[src/rtl/ctrl_seq_if.sv]
// ---------------------------------------------------------------------------
// ctrl_seq_if
//   Instruction fetch handshake between the control sequencer and the
//   instruction memory.
//
//   fetch_req  sequencer -> memory  request for the next instruction
//   fetch_ack  memory -> sequencer  instr carries a valid instruction this cycle
//   instr      memory -> sequencer  16-bit instruction word
//
//   master: the sequencer side, slave: the memory side.
// ---------------------------------------------------------------------------
interface ctrl_seq_if;
    logic        fetch_req;
    logic        fetch_ack;
    logic [15:0] instr;

    modport master (
        output fetch_req,
        input  fetch_ack,
        input  instr
    );

    modport slave (
        input  fetch_req,
        output fetch_ack,
        output instr
    );
endinterface

[src/rtl/ctrl_seq.sv]
// ---------------------------------------------------------------------------
// ctrl_seq
//   Multicycle control sequencer for the register/ALU datapath. It fetches an
//   instruction over the fetch handshake, decodes it and walks
//   FETCH -> DECODE -> EXEC -> WB, driving the datapath control fields and the
//   packed control word. HALTED and FAULT are sticky until reset.
//
//   Ports
//     clk        rising-edge clock
//     reset      asynchronous, active-low reset
//     run        1 = keep executing, 0 = stop after the current instruction
//     alu_cout   ALU carry-out, captured at the end of EXEC
//     fetch      fetch handshake (master side): fetch_req / fetch_ack / instr
//     input_a/b  source register selects
//     input_c    destination register select
//     cin, rec   ALU carry-in and operation (00 add, 01 sub, 10 and, 11 or)
//     pc_en      PC increment strobe (DECODE only)
//     reg_en     register-file write strobe (WB only)
//     ctrl_word  {0,input_a,0,input_b,cin,input_c,rec,pc_en,reg_en}
//     state      0 IDLE, 1 FETCH, 2 DECODE, 3 EXEC, 4 WB, 5 HALTED, 6 FAULT
//     halted     1 while in HALTED
//     fault      1 while in FAULT
//
//   Every output is a flop. The output flops are loaded from the state being
//   entered, so each field is valid for exactly the cycle its state is in.
// ---------------------------------------------------------------------------
module ctrl_seq #(
    parameter int unsigned TIMEOUT = 15   // FETCH cycles without ack before FAULT (1..255)
) (
    input  logic        clk,
    input  logic        reset,
    input  logic        run,
    input  logic        alu_cout,
    ctrl_seq_if.master  fetch,
    output logic [2:0]  input_a,
    output logic [2:0]  input_b,
    output logic [2:0]  input_c,
    output logic        cin,
    output logic [1:0]  rec,
    output logic        pc_en,
    output logic        reg_en,
    output logic [15:0] ctrl_word,
    output logic [2:0]  state,
    output logic        halted,
    output logic        fault
);

    typedef enum logic [2:0] {
        S_IDLE   = 3'd0,
        S_FETCH  = 3'd1,
        S_DECODE = 3'd2,
        S_EXEC   = 3'd3,
        S_WB     = 3'd4,
        S_HALTED = 3'd5,
        S_FAULT  = 3'd6
    } state_e;

    typedef struct packed {
        logic       fetch_req;
        logic [2:0] a;
        logic [2:0] b;
        logic [2:0] c;
        logic       cin;
        logic [1:0] rec;
        logic       pc_en;
        logic       reg_en;
        logic       halted;
        logic       fault;
    } outs_t;

    localparam logic [3:0] OP_NOP  = 4'd0;
    localparam logic [3:0] OP_ADD  = 4'd1;
    localparam logic [3:0] OP_ADC  = 4'd2;
    localparam logic [3:0] OP_SUB  = 4'd3;
    localparam logic [3:0] OP_AND  = 4'd4;
    localparam logic [3:0] OP_OR   = 4'd5;
    localparam logic [3:0] OP_HALT = 4'd15;

    // Timer value in the last FETCH cycle that may still accept an ack.
    localparam logic [7:0] TIMER_LAST = 8'(TIMEOUT - 1);

    state_e      state_q, state_d;
    logic [15:0] ir_q, ir_d;
    logic        carry_q, carry_d;
    logic [7:0]  timer_q, timer_d;
    outs_t       outs_q, outs_d;

    logic [3:0]  op;
    assign op = ir_q[15:12];

    // Instruction bits [2:0] are carried in IR but have no meaning.
    logic unused_ir_bits;
    assign unused_ir_bits = ^ir_q[2:0];

    always_comb begin
        // NOTE: every variable gets a default before any branch, so no path
        // leaves one unassigned and no latch can be inferred.
        state_d = state_q;
        ir_d    = ir_q;
        carry_d = carry_q;
        timer_d = timer_q;
        outs_d  = '0;

        // ---------------- next state ----------------
        case (state_q)
            S_IDLE: begin
                if (run) begin
                    state_d = S_FETCH;
                    timer_d = '0;
                end
            end
            S_FETCH: begin
                // An ack wins over the timeout, even in the last allowed cycle.
                if (fetch.fetch_ack) begin
                    ir_d    = fetch.instr;
                    state_d = S_DECODE;
                end else if (timer_q >= TIMER_LAST) begin
                    state_d = S_FAULT;
                end else begin
                    timer_d = timer_q + 8'd1;
                end
            end
            S_DECODE: begin
                if (op == OP_NOP)       state_d = S_WB;
                else if (op == OP_HALT) state_d = S_HALTED;
                else if (op <= OP_OR)   state_d = S_EXEC;
                else                    state_d = S_FAULT;
            end
            S_EXEC: begin
                state_d = S_WB;
                if (op inside {OP_ADD, OP_ADC, OP_SUB}) carry_d = alu_cout;
            end
            S_WB: begin
                if (run) begin
                    state_d = S_FETCH;
                    timer_d = '0;
                end else begin
                    state_d = S_IDLE;
                end
            end
            S_HALTED, S_FAULT: begin
                state_d = state_q;
            end
            default: state_d = S_IDLE;
        endcase

        // ---------------- outputs for the state being entered ----------------
        case (state_d)
            S_FETCH:  outs_d.fetch_req = 1'b1;
            S_DECODE: outs_d.pc_en     = 1'b1;
            S_EXEC: begin
                outs_d.a = ir_q[8:6];
                outs_d.b = ir_q[5:3];
                outs_d.c = ir_q[11:9];
                case (op)
                    OP_ADC: outs_d.cin = carry_q;
                    OP_SUB: begin outs_d.rec = 2'b01; outs_d.cin = 1'b1; end
                    OP_AND: outs_d.rec = 2'b10;
                    OP_OR:  outs_d.rec = 2'b11;
                    default: outs_d.rec = 2'b00;   // ADD
                endcase
            end
            S_WB: begin
                // WB reuses the EXEC fields; a NOP arrives from DECODE and writes nothing.
                if (op != OP_NOP) begin
                    outs_d        = outs_q;
                    outs_d.reg_en = 1'b1;
                end
            end
            S_HALTED: outs_d.halted = 1'b1;
            S_FAULT:  outs_d.fault  = 1'b1;
            default:  outs_d        = '0;
        endcase
    end

    // NOTE: sequential state uses non-blocking assignments so every flop
    // samples the values from before this edge, independent of statement order.
    always_ff @(posedge clk or negedge reset) begin
        if (!reset) begin
            state_q <= S_IDLE;
            ir_q    <= '0;
            carry_q <= 1'b0;
            timer_q <= '0;
            outs_q  <= '0;
        end else begin
            state_q <= state_d;
            ir_q    <= ir_d;
            carry_q <= carry_d;
            timer_q <= timer_d;
            outs_q  <= outs_d;
        end
    end

    assign fetch.fetch_req = outs_q.fetch_req;
    assign input_a   = outs_q.a;
    assign input_b   = outs_q.b;
    assign input_c   = outs_q.c;
    assign cin       = outs_q.cin;
    assign rec       = outs_q.rec;
    assign pc_en     = outs_q.pc_en;
    assign reg_en    = outs_q.reg_en;
    assign halted    = outs_q.halted;
    assign fault     = outs_q.fault;
    assign state     = state_q;
    assign ctrl_word = {1'b0, outs_q.a, 1'b0, outs_q.b, outs_q.cin, outs_q.c,
                        outs_q.rec, outs_q.pc_en, outs_q.reg_en};

endmodule

[src/flat_wrapper.sv]
// flat-port wrapper written by rule: the top's interface ports become plain ports
module ctrl_seq_flat 
#(
    parameter int unsigned TIMEOUT = 15                                                    
)
  (clk, reset, run, alu_cout, input_a, input_b, input_c, cin, rec, pc_en, reg_en, ctrl_word, state, halted, fault, fetch_fetch_req, fetch_fetch_ack, fetch_instr);
  ctrl_seq_if fetch_i ();
  input  logic clk;
  input  logic reset;
  input  logic run;
  input  logic alu_cout;
  output logic [2:0] input_a;
  output logic [2:0] input_b;
  output logic [2:0] input_c;
  output logic cin;
  output logic [1:0] rec;
  output logic pc_en;
  output logic reg_en;
  output logic [15:0] ctrl_word;
  output logic [2:0] state;
  output logic halted;
  output logic fault;
  output wire logic [$bits(fetch_i.fetch_req)-1:0] fetch_fetch_req;
  input wire logic [$bits(fetch_i.fetch_ack)-1:0] fetch_fetch_ack;
  input wire logic [$bits(fetch_i.instr)-1:0] fetch_instr;
  assign fetch_fetch_req = fetch_i.fetch_req;
  assign fetch_i.fetch_ack = fetch_fetch_ack;
  assign fetch_i.instr = fetch_instr;
  ctrl_seq #(.TIMEOUT(TIMEOUT)) u_core (.clk(clk), .reset(reset), .run(run), .alu_cout(alu_cout), .fetch(fetch_i), .input_a(input_a), .input_b(input_b), .input_c(input_c), .cin(cin), .rec(rec), .pc_en(pc_en), .reg_en(reg_en), .ctrl_word(ctrl_word), .state(state), .halted(halted), .fault(fault));
endmodule
[config.mk]
export PLATFORM = sky130hd
export DESIGN_NAME = ctrl_seq_flat
export DESIGN_NICKNAME = d
export VERILOG_FILES = /design/src/rtl/ctrl_seq_if.sv /design/src/rtl/ctrl_seq.sv /design/src/flat_wrapper.sv
export SDC_FILE = /design/constraint.sdc
export NUM_CORES = 1
export LEC_CHECK = 0
export BUFFER_PORTS_ARGS = -buffer_cell sky130_fd_sc_hd__buf_4
export CAP_MARGIN = 0
export CELL_PAD_IN_SITES_DETAIL_PLACEMENT = 2
export CELL_PAD_IN_SITES_GLOBAL_PLACEMENT = 2
export CORE_MARGIN = 8
export CORE_UTILIZATION = 33
export DETAILED_ROUTE_END_ITERATION = 6
export GPL_ROUTABILITY_DRIVEN = 0
export PLACE_DENSITY = 0.88
export RECOVER_POWER = 100
export SLEW_MARGIN = 30
export SYNTH_ARGS = -nofsm -noshare
export SYNTH_HDL_FRONTEND = slang
export SYNTH_SLANG_ARGS = --single-unit
[constraint.sdc]
create_clock -name clk -period 2.3 [get_ports clk]
set_clock_uncertainty 0.1 [all_clocks]
set_input_delay 0.23 -clock clk [delete_from_list [all_inputs] [get_ports clk]]
set_output_delay 0.23 -clock clk [all_outputs]
set_load 0.02 [all_outputs]
# Yosys cells after proc, flatten, opt, wreduce, memory -nomap -nowiden

Index checks and enable logic that the tools add are counted.
Widths: inputs -> output; s select.

Bits in registers: 45
Bits in latches: 0
Memory bits (writable): 0
Memory bits (read-only): 0
Input bits: 21
Output and inout bits: 36
Word-level logic and storage cells: 70
Memories: 0

$add $sub $neg: 1
$mul: 0
Divide/modulo/power cells: 0
$lt $le $gt $ge: 2
Equal/unequal tests: 22
Shifts and indexed selects: 0
Mux-type cells: 21
Bitwise operators: 0
Reduce and logical (&&, ||, !) cells: 10

Operators by type and width:

| operator            | count |
|---|---|
| $mux 8              | 3 |
| $pmux 12 s2         | 1 |
| $eq 3x3->1 const B  | 6 |
| $mux 3              | 6 |
| $pmux 3 s6          | 1 |
| $mux 17             | 1 |
| $pmux 8 s2          | 1 |
| $eq 3x2->1 const B  | 4 |
| $pmux 1 s2          | 5 |
| $add 8x1->8 const B | 1 |
| $eq 4x2->1 const B  | 2 |
| $eq 4x3->1 const B  | 2 |
| $ge 8x4->1 const B  | 1 |
| $eq 3x1->1 const B  | 2 |
| $ne 2x2->1 const B  | 3 |
| $pmux 2 s3          | 1 |
| $eq 4x1->1 const B  | 1 |
| $eq 4x4->1 const B  | 1 |
| $le 4x3->1 const B  | 1 |
| $logic_not 4->1     | 1 |
| $reduce_and 2->1    | 2 |
| $reduce_and 4->1    | 1 |
| $reduce_bool 4->1   | 1 |
| $reduce_or 2->1     | 2 |
| other kinds (5)     | 6 |

# Depth between registers and ports, before layout

Depth in word-level cells: 7
Gate-level depth with buffers: 8
Gate-level depth less buffers: 7

# Worst setup path before layout

OpenSTA, ideal clock, no wires.

Kind: flip-flop to flip-flop
Start: register u_core.state_q[0] (netlist: u_core.state[0])
End: register u_core.outs_q (netlist bit u_core.input_a[2])
Data arrival time: 2016 ps
Required time: 2136 ps
Slack: 120 ps
Cell stages (with the launch flop): 7
Clock period less this slack: 2180 ps
Cells stage by stage: dfrtp_1 clkbuf_8 or3b_4 o311a_1 nor4_4 buf_6 a22o_2

Longest elaborated chain between the ends: 5
Elaborated cells on any way between the ends: 16
Those cells by class: eq/ne (9); mux (5); reduce/logical (2)

Ends and longest elaborated chain:

| what                                             | RTL line                         | text |
|---|---|---|
| from (decl)                                      | ctrl_seq.sv:82                   | `state_e state_q, state_d;` |
| from (signal assigned)                           | ctrl_seq.sv:186                  | `state_q <= state_d;` |
| $eq 3x3->1 / $mux 3 (equally long branches)      | ctrl_seq.sv:105, ctrl_seq.sv:117 |  |
| $reduce_or 2->1 / $mux 3 (equally long branches) | ctrl_seq.sv:105, ctrl_seq.sv:114 |  |
| $pmux 3 s6 *                                     | ctrl_seq.sv:105                  | `case (state_q)` |
| $eq 3x3->1 / $eq 3x2->1 (equally long branches)  | ctrl_seq.sv:148                  | `case (state_d)` |
| $pmux 12 s2 / $ne 2x2->1 (equally long branches) | -                                |  |
| to (signal assigned)                             | ctrl_seq.sv:190                  | `outs_q <= outs_d;` |
| to (decl)                                        | ctrl_seq.sv:86                   | `outs_t outs_q, outs_d;` |

Mark *: on every way between the ends. The rest lies on a longest branch, timed or not.
A chain may end at the register's enable or synchronous reset.

# Worst setup path after layout

Start: register u_core.timer_q[0]
End: register u_core.outs_q (netlist bit u_core.rec[1])

Longest elaborated chain between the ends: 6
Elaborated cells on any way between the ends: 8
Those cells by class: order compare (1); eq/ne (3); mux (4)

Ends and longest elaborated chain:

| what                                             | RTL line        | text |
|---|---|---|
| from (decl)                                      | ctrl_seq.sv:85  | `logic [7:0] timer_q, timer_d;` |
| from (signal assigned)                           | ctrl_seq.sv:189 | `timer_q <= timer_d;` |
| $ge 8x4->1 *                                     | ctrl_seq.sv:117 | `end else if (timer_q >= TIMER_LAST) begin` |
| $mux 3 *                                         | ctrl_seq.sv:117 |  |
| $mux 3 *                                         | ctrl_seq.sv:114 | `if (fetch.fetch_ack) begin` |
| $pmux 3 s6 *                                     | ctrl_seq.sv:105 |  |
| named net u_core.state_d[1]                      | ctrl_seq.sv:82  |  |
| $eq 3x3->1 / $eq 3x2->1 (equally long branches)  | ctrl_seq.sv:148 |  |
| $pmux 12 s2 / $ne 2x2->1 (equally long branches) | -               |  |

The timed path passes the listed nets; every way through them passes the cells marked *.

==> results.txt <==
CP bufs+invs: 3
max-cap check violation count: 0
share of cells above drive strength 1: 37.96%
H-tree Lvls: 2
number of synthesized flops with an enable pin: 0
clk_lat worst skew: 0.29 ns
Vias/cell: 4.955
Avg Synthesized Cell Area: 12.53 um2
Max IR drop VDD: 0.0004286 V
crit-path max FO: 8
final setup vio count: 0
DIE WIDTH: 94.42 um
RSZ-0062 raised after global routing: true
DR pass1 iterations: 4
Final period util: 97.83%
Clock Sinks: 42
core area: 5921 um2
clock slew at reported path FFs: 0.08 ns
Worst-Margin Slew: 1.071 ns
Ys Warns: 0
Worst setup EP type: flip-flop
die height: 94.42 um
Max Freq: 444.4 MHz
clock tree buffer depth: 2
antenna violations before repair: 0
Critical Path Start Type: flip-flop
TritonCTS clock tree: built
WS Path Type: flip-flop to flip-flop
Main synth FF type: dfrtp_1
DR iter-0 viols: 50
largest net degree at the start of global routing: 43
Worst path top cell family by delay: compound AO/OA/AOI/OAI gates
DIE AREA: 8915 um2
vias: 1,442
grt total ovfl: 0
wire per inst: 20.35 um
Initial Util: 34.28%
Root Buffer: clkbuf_8
post-synthesis instance total: 162
Multi-input gate area: 799.5 um2
LEAKAGE: 0.001103 uW
crit-path max cell delay: 0.40 ns
final net count: 238
Critical Path, Cell by Cell: inv_2, ha_4, o211ai_1, a31oi_2, o21bai_4, nor4_4, buf_4, buf_12, a32o_1
outcome: finished, final reports clean
final hold viol count: 0
fin. max-slew vios: 0
FILL cells: 640
CP required: 2.42 ns
post-place setup slack: 0.08745 ns
register area share after synthesis: 51.79%
vias in the first global route: 1,634
# port buffers: 51
Synth cell types: 45
final instance area: 2487 um2
dpl hpwl: 4.008 mm
Worst slew margin: 28.59%
minimum clock period: 2.250 ns
ys async rst share: 100.0%
HP Class: input pin to flip-flop
Routed Antenna Nets: 0
Total Routing Usage GR: 12.48%
total CTS buffers: 5
DRC viols: 0
slowest cell on the critical path: dfrtp_1
row cnt: 28
Cell Area, Placed: 2397 um2
# diodes: 0
Syn-to-layout area delta: 22.56%
io pins: 57
Worst EP arrival: 2.37 ns
P per Cell Area: 1425 nW/um2
DRT Wirelength: 5.923 mm
#FFs+latches synth: 42
PnR worst setup slack: 0.04998 ns
cell area after synthesis: 2029 um2
register area: 1052 um2
first-pass GRT wire length: 8.756 mm
cell usage after synthesis (4+ instances only):
| cell | count | area [um2] |
|---|---|---|
| dfrtp_1 | 42 | 1051 |
| buf_4 | 17 | 127.6 |
| mux2_2 | 15 | 168.9 |
| nor2_1 | 9 | 33.78 |
| a22o_2 | 7 | 70.07 |
| a21oi_1 | 5 | 25.02 |
| and2_1 | 4 | 25.02 |
| nand2_1 | 4 | 15.01 |
| nor3_1 | 4 | 20.02 |
| o21ai_0 | 4 | 20.02 |
cell families (layout without fill, tap and decap cells):
logic type / count (synthesis) / in the layout / synth area share, %
other: 1 / 2 / 0.1848
and+or+nand+nor: 35 / 35 / 11.22
buffers and inverters: 27 / 80 / 10.79
adders and majority gates: 2 / 2 / 1.233
xor gates and xnor gates: 2 / 2 / 0.8633
AOI/OAI and AO/OA: 38 / 38 / 15.60
DFF: 42 / 42 / 51.79
muxes: 15 / 15 / 8.323
final cells by class:
| cell class | instances | area share [%] |
|---|---|---|
| timing repair buffer | 69 | 16.90 |
| sequential | 42 | 42.30 |
| clock buffer | 6 | 2.917 |
| tap | 75 | 3.773 |
| multi-input combinational | 94 | 32.14 |
| clock inverter | 2 | 1.509 |
| inverter | 3 | 0.4527 |
metal layers:
layer  GRT usage, %  wire, um  part of all wire [%]  vias to the layer above
met5              0         0                     0                        -
met4          4.095        74                   1.2                        0
met3          3.016       282                   4.8                        6
met2          21.78      3190                    54                       30
met1          14.60      2375                    40                      736
li1               -         -                     -                      670
repair_timing:
action / 4_1_cts / 5_1_grt
hold buffers: 1 / 0
endpoints found under the setup margin: 0 / 17
buffers inserted: 0 / 5
gates resized for setup: 0 / 7
hold endpoints to repair: 42 / 0
metrics by stage:
stage          util [%]  std cells  power (uW)  TNS (ns)  hold WS (ns)
2_1_floorplan         -        163        2422         0       -0.1656
3_3_place_gp      40.49        276        2875         0        0.1491
3_5_place_dp      40.49        276        2978         0        0.1594
4_1_cts           42.52        285        3585         0       0.03695
5_1_grt           42.01        291        3783   -0.6986       0.04426
6_report          42.01        291        3545         0       0.04217
final timing paths:
| check | cells after the start | startpoint | end | slack (ns) |
|---|---|---|---|---|
| worst max register to register | 9 | u_core.timer_q[0]$_DFFE_PN0P_ | u_core.rec[1]$_DFFE_PN0P_ | 0.05 |
| max in group asynchronous | 2 | reset | u_core.timer_q[1]$_DFFE_PN0P_ | 0.81 |
| worst min-delay path | 2 | run | u_core.timer_q[3]$_DFFE_PN0P_ | 0.04 |
| worst min register to register | 1 | u_core.fetch.fetch_req$_DFFE_PN0P_ | u_core.fetch.fetch_req$_DFFE_PN0P_ | 0.40 |
| worst max-delay path | 9 | u_core.timer_q[0]$_DFFE_PN0P_ | u_core.rec[1]$_DFFE_PN0P_ | 0.05 |
| min in group asynchronous | 2 | reset | u_core.timer_q[7]$_DFFE_PN0P_ | 0.57 |
where the power goes:
part	total [uW]	switching (uW)	internal, uW
clock network	578	254	324
registers	1220	223	998
logic	1750	975	770
cell usage in the layout, fill, tap and decap left out, drive strengths merged, types with 2 or more instances in the layout:
master / instances
clkbuf: 42
nor2: 9
a21o: 3
nor3: 4
a31oi: 2
a21oi: 6
o211ai: 2
ha: 2
a32o: 2
inv: 3
and2: 5
dfrtp: 42
buf: 32
nor4: 2
nand2: 4
or3b: 3
conb: 2
o21bai: 3
o21ai: 4
mux2: 15
a22o: 10
a41oi: 2
sequential cells by signal (all words and copies together), names as in the netlist:
name,flops
u_core.fault,1
u_core.timer_q,8
u_core.input_c,3
u_core.carry_q,1
u_core.input_a,3
u_core.input_b,3
u_core.fetch.fetch_req,1
u_core.reg_en,1
u_core.cin,1
u_core.halted,1
u_core.rec,2
u_core.ir_q,13
u_core.state,3
u_core.pc_en,1
No activity file was read; power rests on OpenSTA's default activity.
